--- config.mk ---
export PLATFORM = sky130hd
export DESIGN_NAME = axi4_lite_rr_arbiter_flat
export DESIGN_NICKNAME = d
export VERILOG_FILES = /design/src/rtl/axi4_lite_rr_arbiter_if.sv /design/src/rtl/axi4_lite_rr_arbiter.sv /design/src/flat_wrapper.sv
export SDC_FILE = /design/constraint.sdc
export NUM_CORES = 1
export LEC_CHECK = 0
export CAP_MARGIN = 20
export CORE_AREA = 2 2 174 176
export CTS_BUF_LIST = sky130_fd_sc_hd__clkbuf_16
export CTS_CLUSTER_SIZE = 28
export DETAILED_ROUTE_END_ITERATION = 16
export DIE_AREA = 0 0 176 178
export GPL_ROUTABILITY_DRIVEN = 0
export SKIP_CTS_REPAIR_TIMING = 1
export SLEW_MARGIN = 10
export SYNTH_ARGS = -nofsm -noshare
export SYNTH_HDL_FRONTEND = slang
export SYNTH_SLANG_ARGS = --single-unit
--- constraint.sdc ---
create_clock -name clk -period 4.45 [get_ports clk]
set_clock_uncertainty 0.05 [all_clocks]
set_input_delay 0.445 -clock clk [delete_from_list [all_inputs] [get_ports clk]]
set_output_delay 0.445 -clock clk [all_outputs]
set_load 0.02 [all_outputs]
--- src/rtl/axi4_lite_rr_arbiter_if.sv ---
// rtl/axi4_lite_rr_arbiter_if.sv - N-master / 1-slave AXI4-lite bundle for axi4_lite_rr_arbiter
// slave modport: arbiter view; master modport: environment (masters + slave memory) view.
interface axi4_lite_rr_arbiter_if #(
  parameter int NUM_MASTERS = 2,
  parameter int ADDR_WIDTH  = 32,
  parameter int DATA_WIDTH  = 32
);
  localparam int N  = NUM_MASTERS;
  localparam int SW = DATA_WIDTH / 8;

  logic [N-1:0]                  prerequest;
  logic [N-1:0]                  grant;

  logic [N-1:0][ADDR_WIDTH-1:0]  maraddr;
  logic [N-1:0]                  marvalid;
  logic [N-1:0]                  marready;
  logic [N-1:0][DATA_WIDTH-1:0]  mrdata;
  logic [N-1:0][1:0]             mrresp;
  logic [N-1:0]                  mrvalid;
  logic [N-1:0]                  mrready;
  logic [N-1:0][ADDR_WIDTH-1:0]  mawaddr;
  logic [N-1:0]                  mawvalid;
  logic [N-1:0]                  mawready;
  logic [N-1:0][DATA_WIDTH-1:0]  mwdata;
  logic [N-1:0][SW-1:0]          mwstrb;
  logic [N-1:0]                  mwvalid;
  logic [N-1:0]                  mwready;
  logic [N-1:0][1:0]             mbresp;
  logic [N-1:0]                  mbvalid;
  logic [N-1:0]                  mbready;

  logic [ADDR_WIDTH-1:0]         saraddr;
  logic                          sarvalid;
  logic                          sarready;
  logic [DATA_WIDTH-1:0]         srdata;
  logic [1:0]                    srresp;
  logic                          srvalid;
  logic                          srready;
  logic [ADDR_WIDTH-1:0]         sawaddr;
  logic                          sawvalid;
  logic                          sawready;
  logic [DATA_WIDTH-1:0]         swdata;
  logic [SW-1:0]                 swstrb;
  logic                          swvalid;
  logic                          swready;
  logic [1:0]                    sbresp;
  logic                          sbvalid;
  logic                          sbready;

  modport slave (
    input  prerequest, output grant,
    input  maraddr, marvalid, output marready,
    output mrdata, mrresp, mrvalid, input mrready,
    input  mawaddr, mawvalid, output mawready,
    input  mwdata, mwstrb, mwvalid, output mwready,
    output mbresp, mbvalid, input mbready,
    output saraddr, sarvalid, input sarready,
    input  srdata, srresp, srvalid, output srready,
    output sawaddr, sawvalid, input sawready,
    output swdata, swstrb, swvalid, input swready,
    input  sbresp, sbvalid, output sbready
  );

  modport master (
    output prerequest, input grant,
    output maraddr, marvalid, input marready,
    input  mrdata, mrresp, mrvalid, output mrready,
    output mawaddr, mawvalid, input mawready,
    output mwdata, mwstrb, mwvalid, input mwready,
    input  mbresp, mbvalid, output mbready,
    input  saraddr, sarvalid, output sarready,
    output srdata, srresp, srvalid, input srready,
    input  sawaddr, sawvalid, output sawready,
    input  swdata, swstrb, swvalid, output swready,
    output sbresp, sbvalid, input sbready
  );
endinterface

--- src/rtl/axi4_lite_rr_arbiter.sv ---
// rtl/axi4_lite_rr_arbiter.sv - N-master to 1-slave AXI4-lite arbiter, one transaction in flight
// AXI_ARB_ROUND_ROBIN_EN selects round-robin; undefined gives fixed priority (highest index wins).
module axi4_lite_rr_arbiter #(
  parameter int NUM_MASTERS = 2,
  parameter int ADDR_WIDTH  = 32,
  parameter int DATA_WIDTH  = 32
) (
  input  logic                  clk,
  input  logic                  rst,
  axi4_lite_rr_arbiter_if.slave bus
);
  localparam int IW = $clog2(NUM_MASTERS);
  localparam logic [ADDR_WIDTH-1:0]   ADDR_ZERO = '0;
  localparam logic [DATA_WIDTH-1:0]   DATA_ZERO = '0;
  localparam logic [DATA_WIDTH/8-1:0] STRB_ZERO = '0;

  typedef enum logic [2:0] {S_IDLE, S_HOLD, S_AR, S_R, S_AWW, S_B} state_t;

  state_t                 r_state;
  state_t                 w_state_nxt;
  logic [IW-1:0]          r_g;
  logic [IW-1:0]          w_win;
  logic [NUM_MASTERS-1:0] r_grant;
  logic [NUM_MASTERS-1:0] w_win_oh;
  logic [NUM_MASTERS-1:0] w_req;
  logic                   r_aw_done;
  logic                   r_w_done;
  logic                   w_aw_hs;
  logic                   w_w_hs;

  assign w_req     = bus.marvalid | bus.mawvalid | bus.prerequest;
  assign bus.grant = r_grant;

`ifdef AXI_ARB_ROUND_ROBIN_EN
  logic [IW-1:0] r_p;
  logic [IW-1:0] w_rr_idx;

  // Scan from the far end back to p so the nearest requester at/after p is the last write.
  always_comb begin
    w_win    = '0;
    w_rr_idx = '0;
    for (int k = NUM_MASTERS - 1; k >= 0; k--) begin
      w_rr_idx = IW'((int'(r_p) + k) % NUM_MASTERS);
      if (w_req[w_rr_idx]) w_win = w_rr_idx;
    end
  end
`else
  always_comb begin
    w_win = '0;
    for (int i = 0; i < NUM_MASTERS; i++) begin
      if (w_req[i]) w_win = IW'(i);
    end
  end
`endif

  always_comb begin
    w_win_oh        = '0;
    w_win_oh[w_win] = 1'b1;
  end

  always_comb begin
    w_state_nxt  = r_state;
    w_aw_hs      = 1'b0;
    w_w_hs       = 1'b0;
    bus.marready = '0;
    bus.mrdata   = '0;
    bus.mrresp   = '0;
    bus.mrvalid  = '0;
    bus.mawready = '0;
    bus.mwready  = '0;
    bus.mbresp   = '0;
    bus.mbvalid  = '0;
    bus.saraddr  = ADDR_ZERO;
    bus.sarvalid = 1'b0;
    bus.srready  = 1'b0;
    bus.sawaddr  = ADDR_ZERO;
    bus.sawvalid = 1'b0;
    bus.swdata   = DATA_ZERO;
    bus.swstrb   = STRB_ZERO;
    bus.swvalid  = 1'b0;
    bus.sbready  = 1'b0;
    case (r_state)
      S_IDLE: begin
        if (|w_req) begin
          if (bus.marvalid[w_win])      w_state_nxt = S_AR;
          else if (bus.mawvalid[w_win]) w_state_nxt = S_AWW;
          else                          w_state_nxt = S_HOLD;
        end
      end
      S_HOLD: begin
        if (bus.marvalid[r_g])         w_state_nxt = S_AR;
        else if (bus.mawvalid[r_g])    w_state_nxt = S_AWW;
        else if (!bus.prerequest[r_g]) w_state_nxt = S_IDLE;
      end
      S_AR: begin
        bus.sarvalid      = bus.marvalid[r_g];
        bus.saraddr       = bus.maraddr[r_g];
        bus.marready[r_g] = bus.sarready;
        if (bus.marvalid[r_g] && bus.sarready) w_state_nxt = S_R;
      end
      S_R: begin
        bus.mrvalid[r_g] = bus.srvalid;
        bus.mrdata[r_g]  = bus.srdata;
        bus.mrresp[r_g]  = bus.srresp;
        bus.srready      = bus.mrready[r_g];
        if (bus.srvalid && bus.mrready[r_g]) w_state_nxt = S_IDLE;
      end
      S_AWW: begin
        // Each channel is masked once its handshake is recorded so it is never re-issued.
        w_aw_hs           = bus.mawvalid[r_g] && bus.sawready && !r_aw_done;
        w_w_hs            = bus.mwvalid[r_g] && bus.swready && !r_w_done;
        bus.sawvalid      = bus.mawvalid[r_g] && !r_aw_done;
        bus.sawaddr       = bus.mawaddr[r_g];
        bus.mawready[r_g] = bus.sawready && !r_aw_done;
        bus.swvalid       = bus.mwvalid[r_g] && !r_w_done;
        bus.swdata        = bus.mwdata[r_g];
        bus.swstrb        = bus.mwstrb[r_g];
        bus.mwready[r_g]  = bus.swready && !r_w_done;
        if ((r_aw_done || w_aw_hs) && (r_w_done || w_w_hs)) w_state_nxt = S_B;
      end
      S_B: begin
        bus.mbvalid[r_g] = bus.sbvalid;
        bus.mbresp[r_g]  = bus.sbresp;
        bus.sbready      = bus.mbready[r_g];
        if (bus.sbvalid && bus.mbready[r_g]) w_state_nxt = S_IDLE;
      end
      default: w_state_nxt = S_IDLE;
    endcase
  end

  always_ff @(posedge clk or posedge rst) begin
    if (rst) begin
      r_state   <= S_IDLE;
      r_g       <= '0;
      r_grant   <= '0;
      r_aw_done <= 1'b0;
      r_w_done  <= 1'b0;
    end else begin
      r_state <= w_state_nxt;
      if (r_state == S_IDLE && |w_req) begin
        r_g     <= w_win;
        r_grant <= w_win_oh;
      end else if (r_state != S_IDLE && w_state_nxt == S_IDLE) begin
        r_grant <= '0;
      end
      if (r_state == S_AWW) begin
        if (w_state_nxt == S_B) begin
          r_aw_done <= 1'b0;
          r_w_done  <= 1'b0;
        end else begin
          if (w_aw_hs) r_aw_done <= 1'b1;
          if (w_w_hs)  r_w_done  <= 1'b1;
        end
      end
    end
  end

`ifdef AXI_ARB_ROUND_ROBIN_EN
  // Rotate only after a completed transaction; abandoning HOLD keeps the pointer.
  always_ff @(posedge clk or posedge rst) begin
    if (rst) begin
      r_p <= '0;
    end else if ((r_state == S_R || r_state == S_B) && w_state_nxt == S_IDLE) begin
      r_p <= (r_g == IW'(NUM_MASTERS - 1)) ? '0 : r_g + 1'b1;
    end
  end
`endif
endmodule

--- src/flat_wrapper.sv ---
// flat-port wrapper written by rule: the top's interface ports become plain ports
module axi4_lite_rr_arbiter_flat 
#(
  parameter int NUM_MASTERS = 2,
  parameter int ADDR_WIDTH  = 32,
  parameter int DATA_WIDTH  = 32
)
  (clk, rst, bus_prerequest, bus_grant, bus_maraddr, bus_marvalid, bus_marready, bus_mrdata, bus_mrresp, bus_mrvalid, bus_mrready, bus_mawaddr, bus_mawvalid, bus_mawready, bus_mwdata, bus_mwstrb, bus_mwvalid, bus_mwready, bus_mbresp, bus_mbvalid, bus_mbready, bus_saraddr, bus_sarvalid, bus_sarready, bus_srdata, bus_srresp, bus_srvalid, bus_srready, bus_sawaddr, bus_sawvalid, bus_sawready, bus_swdata, bus_swstrb, bus_swvalid, bus_swready, bus_sbresp, bus_sbvalid, bus_sbready);
  axi4_lite_rr_arbiter_if #(.NUM_MASTERS(NUM_MASTERS), .ADDR_WIDTH(ADDR_WIDTH), .DATA_WIDTH(DATA_WIDTH)) bus_i ();
  input  logic clk;
  input  logic rst;
  input wire logic [$bits(bus_i.prerequest)-1:0] bus_prerequest;
  output wire logic [$bits(bus_i.grant)-1:0] bus_grant;
  input wire logic [$bits(bus_i.maraddr)-1:0] bus_maraddr;
  input wire logic [$bits(bus_i.marvalid)-1:0] bus_marvalid;
  output wire logic [$bits(bus_i.marready)-1:0] bus_marready;
  output wire logic [$bits(bus_i.mrdata)-1:0] bus_mrdata;
  output wire logic [$bits(bus_i.mrresp)-1:0] bus_mrresp;
  output wire logic [$bits(bus_i.mrvalid)-1:0] bus_mrvalid;
  input wire logic [$bits(bus_i.mrready)-1:0] bus_mrready;
  input wire logic [$bits(bus_i.mawaddr)-1:0] bus_mawaddr;
  input wire logic [$bits(bus_i.mawvalid)-1:0] bus_mawvalid;
  output wire logic [$bits(bus_i.mawready)-1:0] bus_mawready;
  input wire logic [$bits(bus_i.mwdata)-1:0] bus_mwdata;
  input wire logic [$bits(bus_i.mwstrb)-1:0] bus_mwstrb;
  input wire logic [$bits(bus_i.mwvalid)-1:0] bus_mwvalid;
  output wire logic [$bits(bus_i.mwready)-1:0] bus_mwready;
  output wire logic [$bits(bus_i.mbresp)-1:0] bus_mbresp;
  output wire logic [$bits(bus_i.mbvalid)-1:0] bus_mbvalid;
  input wire logic [$bits(bus_i.mbready)-1:0] bus_mbready;
  output wire logic [$bits(bus_i.saraddr)-1:0] bus_saraddr;
  output wire logic [$bits(bus_i.sarvalid)-1:0] bus_sarvalid;
  input wire logic [$bits(bus_i.sarready)-1:0] bus_sarready;
  input wire logic [$bits(bus_i.srdata)-1:0] bus_srdata;
  input wire logic [$bits(bus_i.srresp)-1:0] bus_srresp;
  input wire logic [$bits(bus_i.srvalid)-1:0] bus_srvalid;
  output wire logic [$bits(bus_i.srready)-1:0] bus_srready;
  output wire logic [$bits(bus_i.sawaddr)-1:0] bus_sawaddr;
  output wire logic [$bits(bus_i.sawvalid)-1:0] bus_sawvalid;
  input wire logic [$bits(bus_i.sawready)-1:0] bus_sawready;
  output wire logic [$bits(bus_i.swdata)-1:0] bus_swdata;
  output wire logic [$bits(bus_i.swstrb)-1:0] bus_swstrb;
  output wire logic [$bits(bus_i.swvalid)-1:0] bus_swvalid;
  input wire logic [$bits(bus_i.swready)-1:0] bus_swready;
  input wire logic [$bits(bus_i.sbresp)-1:0] bus_sbresp;
  input wire logic [$bits(bus_i.sbvalid)-1:0] bus_sbvalid;
  output wire logic [$bits(bus_i.sbready)-1:0] bus_sbready;
  assign bus_i.prerequest = bus_prerequest;
  assign bus_grant = bus_i.grant;
  assign bus_i.maraddr = bus_maraddr;
  assign bus_i.marvalid = bus_marvalid;
  assign bus_marready = bus_i.marready;
  assign bus_mrdata = bus_i.mrdata;
  assign bus_mrresp = bus_i.mrresp;
  assign bus_mrvalid = bus_i.mrvalid;
  assign bus_i.mrready = bus_mrready;
  assign bus_i.mawaddr = bus_mawaddr;
  assign bus_i.mawvalid = bus_mawvalid;
  assign bus_mawready = bus_i.mawready;
  assign bus_i.mwdata = bus_mwdata;
  assign bus_i.mwstrb = bus_mwstrb;
  assign bus_i.mwvalid = bus_mwvalid;
  assign bus_mwready = bus_i.mwready;
  assign bus_mbresp = bus_i.mbresp;
  assign bus_mbvalid = bus_i.mbvalid;
  assign bus_i.mbready = bus_mbready;
  assign bus_saraddr = bus_i.saraddr;
  assign bus_sarvalid = bus_i.sarvalid;
  assign bus_i.sarready = bus_sarready;
  assign bus_i.srdata = bus_srdata;
  assign bus_i.srresp = bus_srresp;
  assign bus_i.srvalid = bus_srvalid;
  assign bus_srready = bus_i.srready;
  assign bus_sawaddr = bus_i.sawaddr;
  assign bus_sawvalid = bus_i.sawvalid;
  assign bus_i.sawready = bus_sawready;
  assign bus_swdata = bus_i.swdata;
  assign bus_swstrb = bus_i.swstrb;
  assign bus_swvalid = bus_i.swvalid;
  assign bus_i.swready = bus_swready;
  assign bus_i.sbresp = bus_sbresp;
  assign bus_i.sbvalid = bus_sbvalid;
  assign bus_sbready = bus_i.sbready;
  axi4_lite_rr_arbiter #(.NUM_MASTERS(NUM_MASTERS), .ADDR_WIDTH(ADDR_WIDTH), .DATA_WIDTH(DATA_WIDTH)) u_core (.clk(clk), .rst(rst), .bus(bus_i));
endmodule
==> summary.md <==
| Metric | Value |
|---|---|
| Fmax | `0.309 GHz` |
| RSZ-0062 raised after global routing | `no` |
| WL final | `17500 um` |
| Maximum VDD drop | `around 0.29 mV` |
| Clk sink count | `8` |
| Final period util | `0.728` |
| Synth Net Count | `652` |
| Layout area overhead | `172%` |
| Largest net degree at the start of global routing | `77` |
| Worst path max stage delay | `approximately 0.78 ns` |
| Clk root buf | `clkbuf_16` |
| Antenna violations before repair | `1` |
| Layout cells sized above 1 | `0.0294` |
| Most frequent cell after synthesis | `nor2_1` |
| Cell taking the most area after synthesis | `mux2i_1` |
| DR WL/cell | `14.5 um` |
| Setup Slack @ Placement | `1.40 ns` |
| I/O Pins | `444` |
| Critical path's top delay family | `buffers and inverters` |
| Setup CP Type | `flop to primary output` |
| Post-synth top area share | `0.358` |
| Int Power | `0.00143 W` |
| Clock Latency Late Sink | `roughly 0.24 ns` |
| Fin crit period | `3.24 ns` |
| Rows | `63` |
| Synthesized instance count | `397` |
| Crit start category | `flop` |
| Post-DRT Antenna Nets | `0` |
| Sequential element share of the synthesized area | `0.0709` |
| Congestion Overflow GR | `0` |
| Worst setup EP type | `primary output` |
| Residual DRC | `0` |
| Critical Path RT | `around 4.0 ns` |
| CP Data Arrival Time | `2.74 ns` |
| Top cells by area, synth | `mux2i_1 36%, and2_1 16%, nor2_1 14%` |
| Reg power frac | `0.088` |
| Slew Limit Headroom | `0.362` |
| Worst-Margin Slew | `roughly 0.96 ns` |
| Vias in the first global route | `4221` |
| PwrDens | `362 nW/um^2` |
| Detailed Route Iter0 Violations | `between 80 and 90` |
| Run status | `completed` |
| Gr usage total | `0.0981` |
| Drt first pass iters | `4` |
| Post-DP HPWL | `around 15000 um` |
| Fill cells | `between 3000 and 4000` |
| Reg area | `204 sq um` |
| Final core occ | `0.261` |
| Die Y | `around 180 um` |
| CTS tree | `built` |
| Ys flop type | `dfrtp_1` |
| Min-delay worst type | `input pin to asynchronous set/reset pin` |
| Initial core utilization | `0.0960` |
| Num CTS Buffers | `3` |
| Max Cap Viol | `0` |
| Count of cell types in the netlist | `48` |
| Final worst slack | `1.21 ns` |
| Die width | `176 um` |
| Ys Warns | `0` |
| Async SR Flop Fraction | `1.00` |
| Top cells by count, synth | `109 x nor2_1, 101 x mux2i_1, 71 x and2_1` |
| Setup TNS Final | `0 ns` |
| Global-route wire length before repair | `~24000 um` |
| Via-to-Cell Ratio | `3.60` |
| Slew Limit Fails | `0` |
| Die area | `about 31000 sq um` |
| LEAKAGE | `3.10 nW` |
| Vias | `roughly 4300` |
| Post-synth EDFFs | `0` |
| Cell Chain, Critical Path | `inv_1, nor2_2, buf_4, and2_1, clkdlybuf4s50_1` |
| #FFs+latches synth | `8` |
| Hold Fails Final Rpt | `0` |
| Min Hold Slack | `0.423 ns` |
| Nets | `1071` |
| CTS clk-pin slew, worst paths | `0.04 ns` |
| Synth Cell Area | `2820 sq um` |
| Final Setup Violations | `0` |
| CORE AREA | `29400 sq um` |
| Slowest cell on crit path | `dfrtp_4` |
| Buffers & Inverters on Critical Path | `3` |
| PortBufs | `443` |
| Ant diodes | `0` |
| H-Tree Depth | `1` |
| Sw power | `about 0.0013 W` |
| Sw Ratio | `0.485` |
| Clock Path Buffers | `2` |
| CP max FO | `36` |
| Clk pwr share | `0.055` |
| Mean cell area of the mapped netlist | `7.11 sq um` |
| Comb pwr share | `0.856` |
| Multi-input gate area | `2380 sq um` |
==> layout by cell type, fill, tap and decap left out, types with 2 or more instances in the layout <==
cell type	instances
and2_1	71
a2bb2oi_1	2
dfrtp_1	7
nand2_1	5
nor2_2	2
inv_1	6
nand3_1	3
buf_4	3
mux2_4	3
nand4_1	2
clkbuf_16	3
nor2_1	109
nor3_1	3
nor3b_1	3
clkdlybuf4s50_1	443
nand3b_1	2
a21oi_1	7
mux2i_1	101
o31ai_1	2
nor4_1	2
and3_1	7
o22ai_1	2
==> sequential cells by signal, indices dropped and copies added, names as in the netlist <==
register          cells
u_core.r_state        3
u_core.bus.grant      2
u_core.r_g            1
u_core.r_aw_done      1
u_core.r_w_done       1
==> per-stage QoR <==
stage               std cells  power (W)  instance area, sq um
finish                   1205    0.00278                  7670
global route             1205    0.00295                  7670
CTS                      1204    0.00280                  7650
detailed placement       1200    0.00263                  7570
global placement         1200    0.00262                  7570
floorplan                 397    0.00161                  2820
==> final cells by class <==
cell class	count	share of cell area
repair buffers	448	0.586
multi-input cells	349	0.310
flip-flops and latches	8	0.0266
inverters	6	0.00326
clock buffers	3	0.00979
well taps	390	0.0637
clock inverters	1	0.000490
==> worst register-to-register path, stage by stage (launching register included) <==
cell	delay, ns
dfrtp_4	0.78
buf_12	0.38
mux2_4	0.40
o211ai_2	0.20
a2bb2oi_1	0.30
nand4_1	0.16
a21boi_2	0.18
==> layer usage <==
layer	GRT usage	part of all wire	up-vias
met5	0	0	-
met4	0.0124	0.0047	0
met3	0.0234	0.090	4
met2	0.184	0.51	230
met1	0.116	0.40	1913
li1	-	-	2191
==> cells by family after synthesis <==
| logic type | after synthesis | synth area share |
|---|---|---|
| DFF | 8 | 0.0709 |
| buffers and inverters | 40 | 0.0864 |
| and+or+nand+nor | 217 | 0.392 |
| muxes | 105 | 0.378 |
| AOI/OAI and AO/OA | 27 | 0.0723 |
==> worst paths after layout <==
check,start,end,slack [ns],cells after the start
setup / recovery,u_core.r_g,bus_mrdata[34],1.21,5
setup reg to reg,u_core.r_g,u_core.bus.grant[1],1.87,6
max in group asynchronous,rst,u_core.r_g,3.64,2
min in group clk,u_core.bus.grant[1],u_core.bus.grant[1],0.48,2
hold reg to reg,u_core.bus.grant[1],u_core.bus.grant[1],0.48,2
hold / removal,rst,u_core.bus.grant[1],0.42,2
==> power groups by stage <==
| stage | Clock [W] | Combinational (W) | Sequential [W] |
|---|---|---|---|
| 3_3_place_gp | 0 | 0.00238 | 0.000248 |
| 3_5_place_dp | 0 | 0.00238 | 0.000249 |
| 6_report | 0.000154 | 0.00238 | 0.000245 |
| 4_1_cts | 0.000157 | 0.00239 | 0.000248 |
| 5_1_grt | 0.000161 | 0.00253 | 0.000260 |
| 2_1_floorplan | 0 | 0.00147 | 0.000143 |
No activity file was read; power rests on OpenSTA's default activity.
